==> src/rtl/game_pkg.sv <==
// Shared game definitions: one-hot action codes, arena/health constants and the
// encoder FSM state type, imported by the encoder and the player blocks.
package game_pkg;

    localparam int unsigned ACT_W = 6;

    // Bit position of each action matches the button wiring on the board.
    localparam logic [ACT_W-1:0] ACT_MOVE_RIGHT = 6'b100000;
    localparam logic [ACT_W-1:0] ACT_MOVE_LEFT  = 6'b010000;
    localparam logic [ACT_W-1:0] ACT_WAIT       = 6'b001000;
    localparam logic [ACT_W-1:0] ACT_JUMP       = 6'b000100;
    localparam logic [ACT_W-1:0] ACT_KICK       = 6'b000010;
    localparam logic [ACT_W-1:0] ACT_PUNCH      = 6'b000001;

    localparam int unsigned LOC_W = 4;
    localparam logic [LOC_W-1:0] LOC_MIN      = 4'd0;
    localparam logic [LOC_W-1:0] LOC_MAX      = 4'd9;
    localparam logic [LOC_W-1:0] LOC_P1_START = 4'd2;
    localparam logic [LOC_W-1:0] LOC_P2_START = 4'd7;

    localparam int unsigned HEALTH_W = 4;
    localparam logic [HEALTH_W-1:0] HEALTH_MAX       = 4'd10;
    localparam logic [HEALTH_W-1:0] HEALTH_PUNCH_DMG = 4'd1;
    localparam logic [HEALTH_W-1:0] HEALTH_KICK_DMG  = 4'd2;

    typedef enum logic [0:0] {
        ST_IDLE    = 1'b0,
        ST_COLLECT = 1'b1
    } enc_state_t;

    // Keeps only the lowest set bit, so PUNCH (bit 0) wins over everything else.
    function automatic logic [ACT_W-1:0] first_press(input logic [ACT_W-1:0] ev);
        return ev & (~ev + ACT_W'(1));
    endfunction

endpackage

==> src/rtl/button_debounce.sv <==
// One button: 2-flop synchronizer, counting debouncer and rising-edge detect.
// press_event is a single-cycle pulse when the debounced level goes 0 -> 1.
module button_debounce #(
    parameter int unsigned DEBOUNCE_CYCLES = 4
) (
    input  logic clk,
    input  logic rst,
    input  logic btn_raw,
    output logic press_event
);

    localparam int unsigned CNT_W = (DEBOUNCE_CYCLES < 2) ? 1 : $clog2(DEBOUNCE_CYCLES + 1);

    logic             sync_q1;
    logic             sync_q2;
    logic             stable_q;
    logic             stable_d;
    logic [CNT_W-1:0] cnt_q;

    always_ff @(posedge clk) begin
        if (rst) begin
            sync_q1  <= 1'b0;
            sync_q2  <= 1'b0;
            stable_q <= 1'b0;
            stable_d <= 1'b0;
            cnt_q    <= '0;
        end else begin
            sync_q1  <= btn_raw;
            sync_q2  <= sync_q1;
            stable_d <= stable_q;
            // Any cycle that agrees with the stable level restarts the count.
            if (sync_q2 != stable_q) begin
                if (cnt_q == CNT_W'(DEBOUNCE_CYCLES - 1)) begin
                    stable_q <= sync_q2;
                    cnt_q    <= '0;
                end else begin
                    cnt_q <= cnt_q + CNT_W'(1);
                end
            end else begin
                cnt_q <= '0;
            end
        end
    end

    assign press_event = stable_q & ~stable_d;

endmodule

==> src/rtl/player_action_encoder.sv <==
// Turns six debounced buttons into one legal one-hot action per game turn,
// holding it for the whole turn and pulsing action_valid when it changes over.
module player_action_encoder
    import game_pkg::*;
#(
    parameter int unsigned DEBOUNCE_CYCLES = 4,
    parameter int unsigned TURN_CYCLES     = 16
) (
    input  logic             clk,
    input  logic             rst,
    input  logic             game_active,
    input  logic [ACT_W-1:0] btn_raw,
    output logic [ACT_W-1:0] action,
    output logic             action_valid,
    output logic             press_pending
);

    localparam int unsigned TURN_W = (TURN_CYCLES < 2) ? 1 : $clog2(TURN_CYCLES);

    enc_state_t        state_q;
    logic [TURN_W-1:0] turn_cnt_q;
    logic [ACT_W-1:0]  latch_q;
    logic              latch_valid_q;
    logic [ACT_W-1:0]  last_action_q;
    logic [ACT_W-1:0]  action_q;
    logic              action_valid_q;

    logic [ACT_W-1:0]  press_ev;
    logic [ACT_W-1:0]  press_first;
    logic [ACT_W-1:0]  issue_code;
    logic              at_boundary;

    for (genvar i = 0; i < ACT_W; i++) begin : g_btn
        button_debounce #(
            .DEBOUNCE_CYCLES(DEBOUNCE_CYCLES)
        ) u_debounce (
            .clk        (clk),
            .rst        (rst),
            .btn_raw    (btn_raw[i]),
            .press_event(press_ev[i])
        );
    end

    assign press_first = first_press(press_ev);
    assign at_boundary = (turn_cnt_q == TURN_W'(TURN_CYCLES - 1));

    // Two JUMPs in a row are not allowed; the second one becomes WAIT.
    always_comb begin
        issue_code = latch_valid_q ? latch_q : ACT_WAIT;
        if ((issue_code == ACT_JUMP) && (last_action_q == ACT_JUMP)) begin
            issue_code = ACT_WAIT;
        end
    end

    always_ff @(posedge clk) begin
        if (rst) begin
            state_q        <= ST_IDLE;
            turn_cnt_q     <= '0;
            latch_q        <= '0;
            latch_valid_q  <= 1'b0;
            last_action_q  <= '0;
            action_q       <= ACT_WAIT;
            action_valid_q <= 1'b0;
        end else begin
            case (state_q)
                ST_IDLE: begin
                    turn_cnt_q     <= '0;
                    latch_q        <= '0;
                    latch_valid_q  <= 1'b0;
                    last_action_q  <= '0;
                    action_q       <= ACT_WAIT;
                    action_valid_q <= 1'b0;
                    if (game_active) begin
                        state_q <= ST_COLLECT;
                    end
                end
                ST_COLLECT: begin
                    if (!game_active) begin
                        state_q        <= ST_IDLE;
                        turn_cnt_q     <= '0;
                        latch_q        <= '0;
                        latch_valid_q  <= 1'b0;
                        last_action_q  <= '0;
                        action_q       <= ACT_WAIT;
                        action_valid_q <= 1'b0;
                    end else if (at_boundary) begin
                        turn_cnt_q     <= '0;
                        action_q       <= issue_code;
                        last_action_q  <= issue_code;
                        action_valid_q <= 1'b1;
                        // A press landing on the boundary cycle opens the next turn's latch.
                        latch_q        <= press_first;
                        latch_valid_q  <= |press_ev;
                    end else begin
                        turn_cnt_q     <= turn_cnt_q + TURN_W'(1);
                        action_valid_q <= 1'b0;
                        if (!latch_valid_q && (|press_ev)) begin
                            latch_q       <= press_first;
                            latch_valid_q <= 1'b1;
                        end
                    end
                end
                default: begin
                    state_q        <= ST_IDLE;
                    action_q       <= ACT_WAIT;
                    action_valid_q <= 1'b0;
                end
            endcase
        end
    end

    assign action        = action_q;
    assign action_valid  = action_valid_q;
    assign press_pending = latch_valid_q;

endmodule

==> config.mk <==
export PLATFORM = sky130hd
export DESIGN_NAME = player_action_encoder
export DESIGN_NICKNAME = d
export VERILOG_FILES = /design/src/rtl/game_pkg.sv /design/src/rtl/button_debounce.sv /design/src/rtl/player_action_encoder.sv
export SDC_FILE = /design/constraint.sdc
export NUM_CORES = 1
export LEC_CHECK = 0
export ABC_CLOCK_PERIOD_IN_PS = 2100
export BUFFER_PORTS_ARGS = -buffer_cell sky130_fd_sc_hd__buf_2
export CORE_AREA = 2 2 66 68
export CTS_CLUSTER_SIZE = 16
export DETAILED_ROUTE_END_ITERATION = 10
export DIE_AREA = 0 0 68 70
export GPL_ROUTABILITY_DRIVEN = 0
export PLACE_DENSITY = 0.75
export SETUP_SLACK_MARGIN = 0.2
export SYNTH_ARGS = -nofsm -noshare
export SYNTH_HDL_FRONTEND = slang
export SYNTH_HIERARCHICAL = 1
export SYNTH_SLANG_ARGS = --single-unit
==> constraint.sdc <==
create_clock -name clk -period 2.1 [get_ports clk]
set_input_delay 0.42 -clock clk [delete_from_list [all_inputs] [get_ports clk]]
set_output_delay 0.42 -clock clk [all_outputs]
set_load 0.05 [all_outputs]
==> run summary <==
Crit path buffers/inverters - 1
Top Family by Delay on Critical Path - flip-flops
Setup Fix Bufs, Post-CTS - 0
maximum clock path buffer count - 2
gr usage total - 18.07%
DRC Markers - 0
Period Utilization, post-route - 77.39%
TritonCTS clock tree - yes
Rows - 24
synthesized area per cell - 11.13 sq um
Final Util - 63.74%
CP Capture Type - output port
nets@finish - 257
outcome - finished, final reports clean
global route total overflow - 0
largest net degree at the start of global routing - 40
Initial Util - 57.46%
# diodes - 0
Max FO, Critical Path - 10
post-DP HPWL - 2.471 mm
WS Path Type - reg2out
area leader, netlist - dfxtp_1
R2R depth - 5
leakage - 1.009 nW
f_max - 615.3 MHz
CTS HTree Levels - 3
power per cell area - 804.6 nW/um^2
post-synth cell types - 34
Post-Synthesis Net Count - 236
share of cells above drive strength 1 - 18.14%
die area - 4760 sq um
number of global-route vias before repair - 1468
highest-count cells in the layout ignoring fill and taps - 62 x dfxtp_1, 25 x nor2b_1, 16 x nor2_1, 16 x buf_2
Final ANT Viol Nets - 0
Reg2Reg Setup Slack - 0.63 ns
post_cts resized - 0
final number of setup-violating endpoints - 0
crit-path cells - buf_2
maxcap violations - 0
First-pass DRT Iterations - 4
worst clock skew - 0.009010 ns
most common cell after layout, fill and taps aside - dfxtp_1
synthesized cell area - 2381 sq um
Iter 0 DRT Violations - 59
Ports - 17
fill count - 331
placed cell area - 2480 sq um
Slew Limit Headroom - 70.17%
clk root buf - clkbuf_8
clk_lat worst skew - 0.33 ns
final instance area - 2641 sq um
startpoint types - flip-flop
Slew @ Worst Pin - 0.4458 ns
Layout area overhead - 10.93%
crit path from - press_pending
Synth top area share - 52.13%
DR vias/cell - 5.166
setup_tns - 0 ns
Worst Path Arrival - 1.21 ns
CTS Hold Buffers Added - 0
yosys warns - 6
fin crit period - 1.625 ns
worst setup path end - press_pending
CP required - 1.68 ns
die height - 70 um
port bufs - 16
antenna violations before repair - 0
Synth Register Bits - 62
hold crit path type - in2reg
Seq/Total Area, Yosys - 52.13%
Worst-path clk slew - 0.06 ns
number of buffers created by CTS - 9
routed via count - 1493
RSZ-0062 raised after global routing - false
Crit path largest cell delay - 0.54 ns
final hold viol count - 0
first-pass GRT wire length - 6.147 mm
width of the chip - 68 um
Worst R2R End - latch_q[4]
worst vdd ir - 453.2 uV
WL final - 3.564 mm
CTS sink count - 62
Slew Limit Fails - 0
routed len/inst - 12.33 um
core area - 4144 sq um
Post-Syn Instances - 214
Reg-to-Reg Start - g_btn[2].u_debounce/stable_q
largest cells by area after synthesis - dfxtp_1 52%, ha_1 6.8%, nor2b_1 6.6%
critical path depth - 1
slowest CP cell - dfxtp_1
==> per-layer routing <==
layer | global-route usage [%] | share of wire [%] | vias up
met5 | 0 | 0 | -
met2 | 27.62 | 46 | 25
met3 | 6.280 | 4.0 | 8
li1 | - | - | 776
met1 | 20.19 | 47 | 684
met4 | 13.33 | 3.1 | 0
==> metrics by stage <==
step / hold WS [ns] / power (mW) / cells / setup slack (ns)
2_1_floorplan: 0.4037 / 1.251 / 214 / 0.6104
3_3_place_gp: 0.4191 / 1.278 / 276 / 0.6721
3_5_place_dp: 0.4228 / 1.280 / 276 / 0.6144
4_1_cts: 0.2766 / 2.157 / 289 / 0.4676
5_1_grt: 0.3028 / 2.206 / 289 / 0.4225
6_report: 0.2932 / 2.125 / 289 / 0.4749
==> worst min-delay path by stage <==
stage,slack (ns),to,from,cells after the start
4_1_cts,0.28,g_btn[5].u_debounce/sync_q1,btn_raw[5],2
5_1_grt,0.30,g_btn[1].u_debounce/sync_q1,btn_raw[1],2
2_1_floorplan,0.40,g_btn[0].u_debounce/cnt_q[0],g_btn[0].u_debounce/cnt_q[0],1
6_report,0.29,g_btn[5].u_debounce/sync_q1,btn_raw[5],2
3_5_place_dp,0.42,g_btn[4].u_debounce/sync_q2,g_btn[4].u_debounce/sync_q1,1
3_3_place_gp,0.42,g_btn[4].u_debounce/sync_q2,g_btn[4].u_debounce/sync_q1,1
==> cells in the mapped netlist <==
library cell   n
o21bai_2       1
nor4_4         1
a31oi_1        1
nor2b_1       25
nor4_1        13
buf_4          5
nand2_1        9
o21ai_0        1
and3_1         2
nand4_1        1
ha_1          13
o21ai_1        1
or2b_1         5
and4b_1        1
nand3b_1       2
nand3_4        1
nand3_1        8
a21oi_1        5
nor4b_1        1
xnor2_1        7
nor4b_2        6
and2_1         1
mux2i_1       12
inv_1          6
buf_6          1
o211ai_2       1
nor2_1        16
nor4_2         1
dfxtp_1       62
xor2_1         1
nor2_4         1
nor3_1         1
nand3b_4       1
buf_2          1
==> flip-flops by register name, indices dropped and copies added, names as in the netlist <==
register                   cells
g_btn.u_debounce/cnt_q        18
g_btn.u_debounce/stable_d      6
g_btn.u_debounce/stable_q      6
g_btn.u_debounce/sync_q1       6
g_btn.u_debounce/sync_q2       6
last_action_q                  6
latch_q                        6
turn_cnt_q                     4
action                         1
action_valid                   1
press_pending                  1
state_q                        1
==> cell type report <==
type | count | area [sq um] | area share, %
Clock buffer | 11 | 151.4 | 5.732
Sequential cell | 62 | 1241 | 46.99
Tap cell | 52 | 65.06 | 2.463
Multi-Input combinational cell | 139 | 1064 | 40.27
Inverter | 6 | 22.52 | 0.8527
Timing Repair Buffer | 17 | 87.58 | 3.316
Clock inverter | 2 | 10.01 | 0.3790
==> report_power, final <==
part | total [mW] | switching, mW | internal (mW)
Combinational | 0.0537 | 0.0306 | 0.0231
Sequential | 1.20 | 0.00734 | 1.19
Clock | 0.872 | 0.404 | 0.468
Total | 2.13 | 0.442 | 1.68
==> kinds of logic after synthesis <==
kind of cell	after synthesis	share of synthesized area (%)
buffers and inverters	13	3.205
XOR/XNOR	8	2.943
flip-flops	62	52.13
AND/OR/NAND/NOR	96	27.12
adder cells (fa/ha/maj)	13	6.831
AO/OA/AOI/OAI	10	2.732
multiplexers	12	5.045
(Power assumes the default switching activity.)
